## config.mk

```make
export PLATFORM = sky130hd
export DESIGN_NAME = branch_resolve_unit_flat
export DESIGN_NICKNAME = d
export VERILOG_FILES = /design/src/rtl/rv_pkg.sv /design/src/rtl/branch_resolve_unit_if.sv /design/src/rtl/branch_cond_eval.sv /design/src/rtl/branch_resolve_unit.sv /design/src/flat_wrapper.sv
export SDC_FILE = /design/constraint.sdc
export NUM_CORES = 1
export LEC_CHECK = 0
export CORE_MARGIN = 1
export CORE_UTILIZATION = 52
export DETAILED_ROUTE_END_ITERATION = 16
export HOLD_SLACK_MARGIN = 0.06
export PLACE_DENSITY_LB_ADDON = 0.05
export SLEW_MARGIN = 20
export SYNTH_ARGS = -nofsm -noshare
export SYNTH_HDL_FRONTEND = slang
export SYNTH_HIERARCHICAL = 1
export SYNTH_SLANG_ARGS = --single-unit
export TNS_END_PERCENT = 20
```

## constraint.sdc

```tcl
create_clock -name clk -period 7.9 [get_ports clk]
set_clock_uncertainty 0.15 [all_clocks]
set_input_delay 1.58 -clock clk [delete_from_list [all_inputs] [get_ports clk]]
set_output_delay 1.58 -clock clk [all_outputs]
set_load 0.005 [all_outputs]
```

## src/rtl/rv_pkg.sv

```systemverilog
// Shared RISC-V definitions: branch funct3 codes, ALU opcodes, status bit
// positions and the branch-resolver state/debug types.
package rv_pkg;

  localparam logic [2:0] F3_BEQ  = 3'b000;
  localparam logic [2:0] F3_BNE  = 3'b001;
  localparam logic [2:0] F3_BLT  = 3'b100;
  localparam logic [2:0] F3_BGE  = 3'b101;
  localparam logic [2:0] F3_BLTU = 3'b110;
  localparam logic [2:0] F3_BGEU = 3'b111;

  localparam logic [1:0] ALU_ADD = 2'd0;
  localparam logic [1:0] ALU_SUB = 2'd1;
  localparam logic [1:0] ALU_OR  = 2'd2;
  localparam logic [1:0] ALU_AND = 2'd3;

  // Bit positions inside the {n,z,c,v} ALU status word.
  localparam int ST_N = 3;
  localparam int ST_Z = 2;
  localparam int ST_C = 1;
  localparam int ST_V = 0;

  typedef enum logic [1:0] {
    IDLE = 2'd0,
    EXEC = 2'd1,
    RESP = 2'd2
  } state_t;

  typedef struct packed {
    state_t     state;
    logic [3:0] flags;
  } bru_dbg_t;

endpackage

```

## src/rtl/branch_resolve_unit_if.sv

```systemverilog
// Request/response channels between decode, the branch resolver and PC select.
interface branch_resolve_unit_if #(
  parameter int N = 32
) ();

  // Both channels: a transfer happens on a rising clk edge where valid && ready.
  // A producer holds valid and its payload steady until that edge; ready may
  // change freely and never depends combinationally on valid.
  logic         req_valid;
  logic         req_ready;
  logic [2:0]   req_funct3;
  logic [N-1:0] req_rs1;
  logic [N-1:0] req_rs2;
  logic [N-1:0] req_pc;
  logic [N-1:0] req_imm;

  logic         resp_valid;
  logic         resp_ready;
  logic         resp_taken;
  logic [N-1:0] resp_target;
  logic         resp_illegal;

  modport master (
    output req_valid, req_funct3, req_rs1, req_rs2, req_pc, req_imm, resp_ready,
    input  req_ready, resp_valid, resp_taken, resp_target, resp_illegal
  );

  modport slave (
    input  req_valid, req_funct3, req_rs1, req_rs2, req_pc, req_imm, resp_ready,
    output req_ready, resp_valid, resp_taken, resp_target, resp_illegal
  );

endinterface

```

## src/rtl/branch_cond_eval.sv

```systemverilog
// Combinational branch condition from funct3 and the flags of rs1-rs2.
// The c flag is the borrow out of the subtraction (set when rs1 <u rs2).
module branch_cond_eval
  import rv_pkg::*;
(
  input  logic [2:0] funct3,
  input  logic [3:0] status,
  output logic       taken,
  output logic       illegal
);

  logic lt;
  assign lt = status[ST_N] ^ status[ST_V];

  always_comb begin
    taken   = 1'b0;
    illegal = 1'b0;
    case (funct3)
      F3_BEQ:  taken = status[ST_Z];
      F3_BNE:  taken = !status[ST_Z];
      F3_BLT:  taken = lt;
      F3_BGE:  taken = !lt;
      F3_BLTU: taken = status[ST_C];
      F3_BGEU: taken = !status[ST_C];
      default: illegal = 1'b1;
    endcase
  end

endmodule

```

## src/rtl/branch_resolve_unit.sv

```systemverilog
// Multi-cycle branch resolver: borrows the shared ALU for one subtraction,
// evaluates the condition from its flags and returns taken/target.
module branch_resolve_unit
  import rv_pkg::*;
#(
  parameter int N = 32
) (
  input  logic                    clk,
  input  logic                    rstn,
  branch_resolve_unit_if.slave    bus,
  output logic [N-1:0]            alu_a,
  output logic [N-1:0]            alu_b,
  output logic [1:0]              alu_opcode,
  input  logic [3:0]              alu_status,
  output bru_dbg_t                dbg
);

  state_t       state_q;
  logic [2:0]   funct3_q;
  logic [N-1:0] pc_q;
  logic [N-1:0] imm_q;
  logic [3:0]   flags_q;
  logic         req_ready_q;
  logic         resp_valid_q;
  logic         resp_taken_q;
  logic         resp_illegal_q;
  logic [N-1:0] resp_target_q;

  logic         cond_taken;
  logic         cond_illegal;

  branch_cond_eval u_cond (
    .funct3  (funct3_q),
    .status  (alu_status),
    .taken   (cond_taken),
    .illegal (cond_illegal)
  );

  // The operand registers are the ALU drive: loaded on accept, zeroed once
  // EXEC ends so the ALU sees idle inputs whenever we do not own it.
  always_ff @(posedge clk or negedge rstn) begin
    if (!rstn) begin
      state_q        <= IDLE;
      funct3_q       <= '0;
      pc_q           <= '0;
      imm_q          <= '0;
      flags_q        <= '0;
      alu_a          <= '0;
      alu_b          <= '0;
      alu_opcode     <= ALU_ADD;
      req_ready_q    <= 1'b1;
      resp_valid_q   <= 1'b0;
      resp_taken_q   <= 1'b0;
      resp_illegal_q <= 1'b0;
      resp_target_q  <= '0;
    end else begin
      case (state_q)
        IDLE: begin
          if (bus.req_valid && req_ready_q) begin
            funct3_q    <= bus.req_funct3;
            pc_q        <= bus.req_pc;
            imm_q       <= bus.req_imm;
            alu_a       <= bus.req_rs1;
            alu_b       <= bus.req_rs2;
            alu_opcode  <= ALU_SUB;
            req_ready_q <= 1'b0;
            state_q     <= EXEC;
          end
        end
        EXEC: begin
          flags_q        <= alu_status;
          resp_taken_q   <= cond_taken;
          resp_illegal_q <= cond_illegal;
          resp_target_q  <= cond_taken ? (pc_q + imm_q) : (pc_q + N'(4));
          alu_a          <= '0;
          alu_b          <= '0;
          alu_opcode     <= ALU_ADD;
          resp_valid_q   <= 1'b1;
          state_q        <= RESP;
        end
        RESP: begin
          // req_ready only rises after the handshake edge, so a request
          // presented in the handshake cycle waits for the next IDLE cycle.
          if (bus.resp_ready) begin
            resp_valid_q <= 1'b0;
            req_ready_q  <= 1'b1;
            state_q      <= IDLE;
          end
        end
        default: begin
          state_q      <= IDLE;
          req_ready_q  <= 1'b1;
          resp_valid_q <= 1'b0;
          alu_a        <= '0;
          alu_b        <= '0;
          alu_opcode   <= ALU_ADD;
        end
      endcase
    end
  end

  assign bus.req_ready    = req_ready_q;
  assign bus.resp_valid   = resp_valid_q;
  assign bus.resp_taken   = resp_taken_q;
  assign bus.resp_illegal = resp_illegal_q;
  assign bus.resp_target  = resp_target_q;

  assign dbg.state = state_q;
  assign dbg.flags = flags_q;

endmodule

```

## src/flat_wrapper.sv

```systemverilog
// flat-port wrapper written by rule: the top's interface ports become plain ports
module branch_resolve_unit_flat import rv_pkg::*;
#(
  parameter int N = 32
)
  (clk, rstn, alu_a, alu_b, alu_opcode, alu_status, dbg, bus_req_valid, bus_req_funct3, bus_req_rs1, bus_req_rs2, bus_req_pc, bus_req_imm, bus_resp_ready, bus_req_ready, bus_resp_valid, bus_resp_taken, bus_resp_target, bus_resp_illegal);
  branch_resolve_unit_if #(.N(N)) bus_i ();
  input  logic clk;
  input  logic rstn;
  output logic [N-1:0] alu_a;
  output logic [N-1:0] alu_b;
  output logic [1:0] alu_opcode;
  input  logic [3:0] alu_status;
  output bru_dbg_t dbg;
  input wire logic [$bits(bus_i.req_valid)-1:0] bus_req_valid;
  input wire logic [$bits(bus_i.req_funct3)-1:0] bus_req_funct3;
  input wire logic [$bits(bus_i.req_rs1)-1:0] bus_req_rs1;
  input wire logic [$bits(bus_i.req_rs2)-1:0] bus_req_rs2;
  input wire logic [$bits(bus_i.req_pc)-1:0] bus_req_pc;
  input wire logic [$bits(bus_i.req_imm)-1:0] bus_req_imm;
  input wire logic [$bits(bus_i.resp_ready)-1:0] bus_resp_ready;
  output wire logic [$bits(bus_i.req_ready)-1:0] bus_req_ready;
  output wire logic [$bits(bus_i.resp_valid)-1:0] bus_resp_valid;
  output wire logic [$bits(bus_i.resp_taken)-1:0] bus_resp_taken;
  output wire logic [$bits(bus_i.resp_target)-1:0] bus_resp_target;
  output wire logic [$bits(bus_i.resp_illegal)-1:0] bus_resp_illegal;
  assign bus_i.req_valid = bus_req_valid;
  assign bus_i.req_funct3 = bus_req_funct3;
  assign bus_i.req_rs1 = bus_req_rs1;
  assign bus_i.req_rs2 = bus_req_rs2;
  assign bus_i.req_pc = bus_req_pc;
  assign bus_i.req_imm = bus_req_imm;
  assign bus_i.resp_ready = bus_resp_ready;
  assign bus_req_ready = bus_i.req_ready;
  assign bus_resp_valid = bus_i.resp_valid;
  assign bus_resp_taken = bus_i.resp_taken;
  assign bus_resp_target = bus_i.resp_target;
  assign bus_resp_illegal = bus_i.resp_illegal;
  branch_resolve_unit #(.N(N)) u_core (.clk(clk), .rstn(rstn), .bus(bus_i), .alu_a(alu_a), .alu_b(alu_b), .alu_opcode(alu_opcode), .alu_status(alu_status), .dbg(dbg));
endmodule
```

==> impl_metrics.yaml, run 1 <==
die:
  io_pins: 247
  dieArea_sq_um: 17210
  placementRows: 46
  die_y_um: 131.2
  initial_core_util: 0.5385
  core-area_sq_um: 16120
  die_w_um: 131.2
yosys:
  syn_area_sq_um: 8678
  synth_cell_types: 64
  synth_cells: 794
  synth_area_per_cell_sq_um: 10.93
  ys_ff_latch: 174
  ys_warn_count: 6
  syn_nets: 966
  synthTopCellsByArea: "dfrtp_1 50%, mux2_2 8.6%, a22o_1 6.5%"
  synthArstFlopShare: 1.000
  yosysSeqAreaShare: 0.5019
  synth-edff-count: 0
  synth-main-ff-cell: "dfrtp_1"
  synth_top_area_frac: 0.4988
  yosysTopAreaCell: "dfrtp_1"
global_route:
  grt_max_degree: 93
  grt_pass1_wl_um: 35480
  antenna_found_initial: 0
  grt-ovfl-total: 0
  grt_usage: 0.2609
  grt_pass1_vias: 6988
worst_setup_path:
  crit_path_top_delay_cell: "and3_4"
  worstSetupPathType: "in2reg"
  critPathMaxFanout: 79
  cp_data_arrival_time_ns: 4.26
  reg2reg_slack_ns: 4.57
  crit_chain: "clkdlybuf4s50_1 -> nor2b_1 -> and3_4 -> buf_4 -> mux2_2"
  cp-end-kind: "register"
  required_ns: 8.06
  worstSetupStartpointType: "primary input"
  slowest_delay_ns: 0.85
placement:
  dpl_cell_area_sq_um: 11290
  gp_congestion: 0.8934
  port_buffers: 245
  dpl.hpwl_um: 15880
timing:
  max_clock_freq_mhz: 244.0
  period_share: 0.5187
  slew_violations: 0
  rsz0062_at_grt: "no"
  finalHoldViolations: 0
  slew_headroom: 0.3505
  setup-violations-final: 0
  fin_setup_tns_ns: 0
  period_needed_ns: 4.098
  tightest_slew_ns: 0.9743
clock_tree:
  clock_latency_ns: 0.43
  htree_levels: 4
  root_buffer: "clkbuf_16"
  cts_sinks: 174
  cts_buffers: 17
  path_clk_slew_ns: 0.06
  postCtsSetupBuffers: 0
  hold_buffers: 0
  cts_tree: "yes"
  cts.path.max_buffers: 2
  cts_resized: 0
final_layout:
  fillers: 1187
  final_common_cell: "clkdlybuf4s50_1"
  area.growth.synth_to_final_pct: 36.19
  final_cell_mix: "244 x clkdlybuf4s50_1, 173 x dfrtp_1, 73 x nand2_1"
  design_area_sq_um: 11820
  drive_above_1_share: 0.1114
  antennaDiodeCount: 0
  fin_nets: 1192
pwr:
  ir_worst_vdd_mv: 0.2016
  leakage_uw: 0.005323
  power_density_nw_per_um2: 319.1
hold_path:
  hp-class: "reg2reg"
detailed_routing:
  vias: 6917
  routed_wl_um: 21940
  via_per_inst: 5.542
  avgRoutedWirePerCell_um: 17.58
  ant_nets: 0
  drt_iter0_drc: 390
  drc: 0
  first_pass_iters: 5
run_status:
  outcome: "finished clean"
flow_run:
  max_cap_viol_count: 0
## cells in the mapped netlist (13+ instances only)
master    instances
a21o_1           16
a21oi_1          47
a22o_1           64
and3_1           15
clkbuf_1         37
dfrtp_1         173
ha_1             32
mux2_2           66
nand2_1          73
nand3_1          13
nand4_1          13
nor2_1           42
o21ai_0          47
xnor2_1          28
xor2_1           29
## sequential cells by signal (all words and copies together), names as in the netlist
name / count
u_core/bus.req_ready: 1
u_core/bus.resp_taken: 1
u_core/bus.resp_illegal: 1
u_core/bus.resp_valid: 1
u_core/alu_b: 32
u_core/bus.resp_target: 32
u_core/alu_opcode: 1
u_core/state_q: 2
u_core/imm_q: 32
u_core/pc_q: 32
u_core/alu_a: 32
u_core/flags_q: 4
u_core/funct3_q: 3
## stage by stage
| step | setup slack, ns | hold WS [ns] | instances | total power, uW | util |
|---|---|---|---|---|---|
| 6_report | 3.802 | 0.3294 | 1248 | 3772 | 0.7334 |
| 5_1_grt | 3.625 | 0.3602 | 1248 | 4014 | 0.7334 |
| 4_1_cts | 3.772 | 0.3300 | 1248 | 3794 | 0.7332 |
| 3_5_place_dp | 3.331 | 0.3144 | 1217 | 3014 | 0.7007 |
| 3_3_place_gp | 3.343 | 0.3082 | 1217 | 2988 | 0.7007 |
| 2_1_floorplan | 4.461 | 0.3197 | 794 | 2268 | - |
## worst max-delay path: cells and delay by family
| family | cells | cell delay, ns |
|---|---|---|
| mux | 1 | 0.41 |
| buf+inv | 2 | 1.10 |
| simple gates | 2 | 1.13 |
## per-layer routing
metal  GRT usage  vias to the layer above  wire [um]
met5           0                        -          0
met4     0.08824                        0        386
met1      0.3233                     3322       9148
met3     0.07099                       27       1656
li1            -                     3336          -
met2      0.4388                      232      10750
## final timing paths
check | start | end | cells past startpoint
max | bus_req_valid | u_core/pc_q[8] | 5
min | u_core/bus.resp_target[17] | u_core/bus.resp_target[17] | 2
max reg2reg | u_core/pc_q[0] | u_core/bus.resp_target[28] | 11
min reg2reg | u_core/bus.resp_target[17] | u_core/bus.resp_target[17] | 2
max in group asynchronous | rstn | u_core/imm_q[3] | 2
min in group asynchronous | rstn | u_core/imm_q[10] | 1
## cell type report
type                    instances  area [sq um]  share of cell area
repair buffers                250          2495              0.2111
clock buffers                  20         436.7             0.03695
multi-input cells             565          4130              0.3495
well taps                     216         270.3             0.02287
clock inverters                11         86.33            0.007305
inverters                      12         45.04            0.003811
flip-flops and latches        174          4355              0.3685
## kinds of logic (layout without fill, tap and decap cells)
family | after synthesis | in the layout | synth area share
buf+inv | 55 | 293 | 0.02436
other cells | 1 | 1 | 0.0004321
xor+xnor | 57 | 57 | 0.05753
fa+ha+maj | 33 | 33 | 0.04844
simple gates | 184 | 184 | 0.1014
compound gates | 221 | 221 | 0.1769
flops | 174 | 174 | 0.5019
mux | 69 | 69 | 0.08910
## power by group
group	switching (uW)	total (uW)	internal, uW
sequential	249	1450	1200
clock	352	758	406
combinational	672	1560	892
total	1270	3770	2500
Power figures use the tool's default switching activity.
==> run 2, diff against run 1 <==
- CORE_UTILIZATION: 52 -> 44
- clock period: 7.9 -> 3.7 ns (I/O delays scaled with it)
==> run 2 against run 1 <==
  * Setup slack got worse by 3.3 ns
  * Cell count increased by 4.2%
  * Die area increased by 18%
  * Clock-buffer cell count unchanged
  * Register-to-register slack got worse by 4.1 ns
  * Non-clock buffer count increased by 4
  * Wire length increased by 3.2%
  * Power increased by 120%
  * Final area increased by 1.5%
  * Largest cell class unchanged
  * Sequential cell count unchanged
  * Via count decreased by 0.75%
  * Combinational power increased by 110%
  * Largest power group unchanged
==> impl_metrics.yaml, run 2 (synthesized netlist as in run 1, its figures left out) <==
global_route:
  grt_busiest_layer: "met2"
  grt-ovfl-total: 0
  met1_usage: 0.2976
  grt_pass1_wl_um: 36400
  antenna_found_initial: 0
  grt_usage: 0.2316
  grt_use_met3: 0.07806
  grt_pass1_vias: 6908
  grt_max_degree: 89
  grt_use_met2: 0.3741
die:
  io_pins: 247
  dieArea_sq_um: 20290
  die_w_um: 142.4
  placementRows: 51
  die_y_um: 142.4
  initial_core_util: 0.4474
  core-area_sq_um: 19400
worst_setup_path:
  cp.depth: 11
  endpoint: "u_core/bus.resp_target[28]"
  reg2reg_depth: 11
  worstSetupPathType: "reg2reg"
  slowest_delay_ns: 0.42
  cp-end-kind: "register"
  required_ns: 3.85
  worstSetupStartpointType: "register"
  crit_chain: "ha_1 -> fa_1 -> a211oi_1 -> o21ai_0 -> o2111a_1 -> o21ai_1 -> o21ba_2 -> o21ai_0 -> a31oi_1 -> xor2_1 -> a21oi_1"
  startpoint: "u_core/pc_q[0]"
  cp_top_family: "compound AO/OA/AOI/OAI gates"
  critPathMaxFanout: 5
  reg2reg_slack_ns: 0.49
  cp_data_arrival_time_ns: 3.36
  critPathBufInv: 0
  reg2reg_to: "u_core/bus.resp_target[28]"
  crit_path_top_delay_cell: "fa_1"
  cp_common_cell: "o21ai_0"
  r2r_start: "u_core/pc_q[0]"
final_layout:
  drive_above_1_share: 0.1159
  antennaDiodeCount: 0
  area.growth.synth_to_final_pct: 38.18
  final_common_cell: "clkdlybuf4s50_1"
  fin_nets: 1196
  final_cell_mix: "244 x clkdlybuf4s50_1, 173 x dfrtp_1, 73 x nand2_1"
  fillers: 1661
run_status:
  outcome: "finished clean"
clock_tree:
  hold_buffers: 0
  postCtsSetupBuffers: 0
  cts_tree: "yes"
  root_buffer: "clkbuf_16"
  clock_latency_ns: 0.42
  cts_buffers: 17
  cts_resized: 0
  path_clk_slew_ns: 0.07
  cts.path.max_buffers: 2
  htree_levels: 4
  cts_sinks: 174
placement:
  dpl_worst_slack_ns: 0.4624
  port_buffers: 245
  gp_congestion: 0.8500
  dpl.hpwl_um: 16530
pwr:
  ir_worst_vdd_mv: 0.3027
  leakage_uw: 0.005373
  power_density_nw_per_um2: 681.9
timing:
  period_needed_ns: 3.207
  max_clock_freq_mhz: 311.8
  finalHoldViolations: 0
  postLayoutSetupSlackWorst_ns: 0.4932
  rsz0062_at_grt: "no"
  setup-violations-final: 0
  slew_violations: 0
  fin_setup_tns_ns: 0
  slew_headroom: 0.5318
  tightest_slew_ns: 0.6932
  period_share: 0.8667
detailed_routing:
  drc: 0
  ant_nets: 0
  first_pass_iters: 5
  avgRoutedWirePerCell_um: 17.41
  via_per_inst: 5.281
  vias: 6865
  routed_wl_um: 22630
  drt_iter0_drc: 363
hold_path:
  hp-class: "in2async"
flow_run:
  max_cap_viol_count: 0
==> run 2: cell types whose count changed in the layout (fill, tap and decap cells not counted), sizes merged <==
cell,before,now
bufinv,0,1
buf,6,10
clkinv,6,3
inv,17,18
==> run 2: worst min-delay path by stage <==
| stage | from | cells past startpoint | slack (ns) | end |
|---|---|---|---|---|
| 6_report | rstn | 1 | 0.09 | u_core/imm_q[9] |
| 5_1_grt | rstn | 1 | 0.11 | u_core/imm_q[9] |
| 4_1_cts | rstn | 1 | 0.1 | u_core/imm_q[10] |
| 3_5_place_dp | u_core/flags_q[0] | 2 | 0.32 | u_core/flags_q[0] |
| 3_3_place_gp | u_core/flags_q[2] | 2 | 0.31 | u_core/flags_q[2] |
| 2_1_floorplan | rstn | 0 | 0.29 | u_core/alu_a[0] |
==> run 2: per-layer routing <==
metal,share of wire,up-vias
li1,-,3331
met1,0.43,3287
met2,0.47,231
met3,0.082,16
met4,0.0094,0
met5,0,-
==> run 2: layout make-up <==
| cell class | instances | area (sq um) | area share |
|---|---|---|---|
| flip-flops and latches | 174 | 4355 | 0.3632 |
| multi-input cells | 565 | 4130 | 0.3444 |
| repair buffers | 254 | 2571 | 0.2144 |
| clock buffers | 20 | 456.7 | 0.03808 |
| well taps | 265 | 331.6 | 0.02765 |
| clock inverters | 10 | 101.3 | 0.008452 |
| inverters | 12 | 45.04 | 0.003756 |
==> run 2: worst reg2reg max path, delay by kind of cell (launching register included) <==
kind	cells	cell delay (ns)
AO/OA/AOI/OAI	8	1.73
XOR/XNOR	1	0.17
adder cells (fa/ha/maj)	2	0.65
flip-flops	1	0.40
==> run 2: through the flow <==
| step | std cells | hold WS, ns | utilization | instance area (sq um) | total power, uW |
|---|---|---|---|---|---|
| 2_1_floorplan | 794 | 0.2944 | - | 8678 | 4843 |
| 3_3_place_gp | 1270 | 0.3112 | 0.5894 | 11430 | 6446 |
| 3_5_place_dp | 1270 | 0.3164 | 0.5894 | 11430 | 6464 |
| 4_1_cts | 1300 | 0.09517 | 0.6182 | 11990 | 8260 |
| 5_1_grt | 1300 | 0.1148 | 0.6182 | 11990 | 8746 |
| 6_report | 1300 | 0.09064 | 0.6182 | 11990 | 8177 |
==> run 2: power by group <==
group / switching, uW / internal (uW)
Sequential: 538 / 2560
Clock: 759 / 968
Combinational: 1440 / 1910
Total: 2740 / 5440
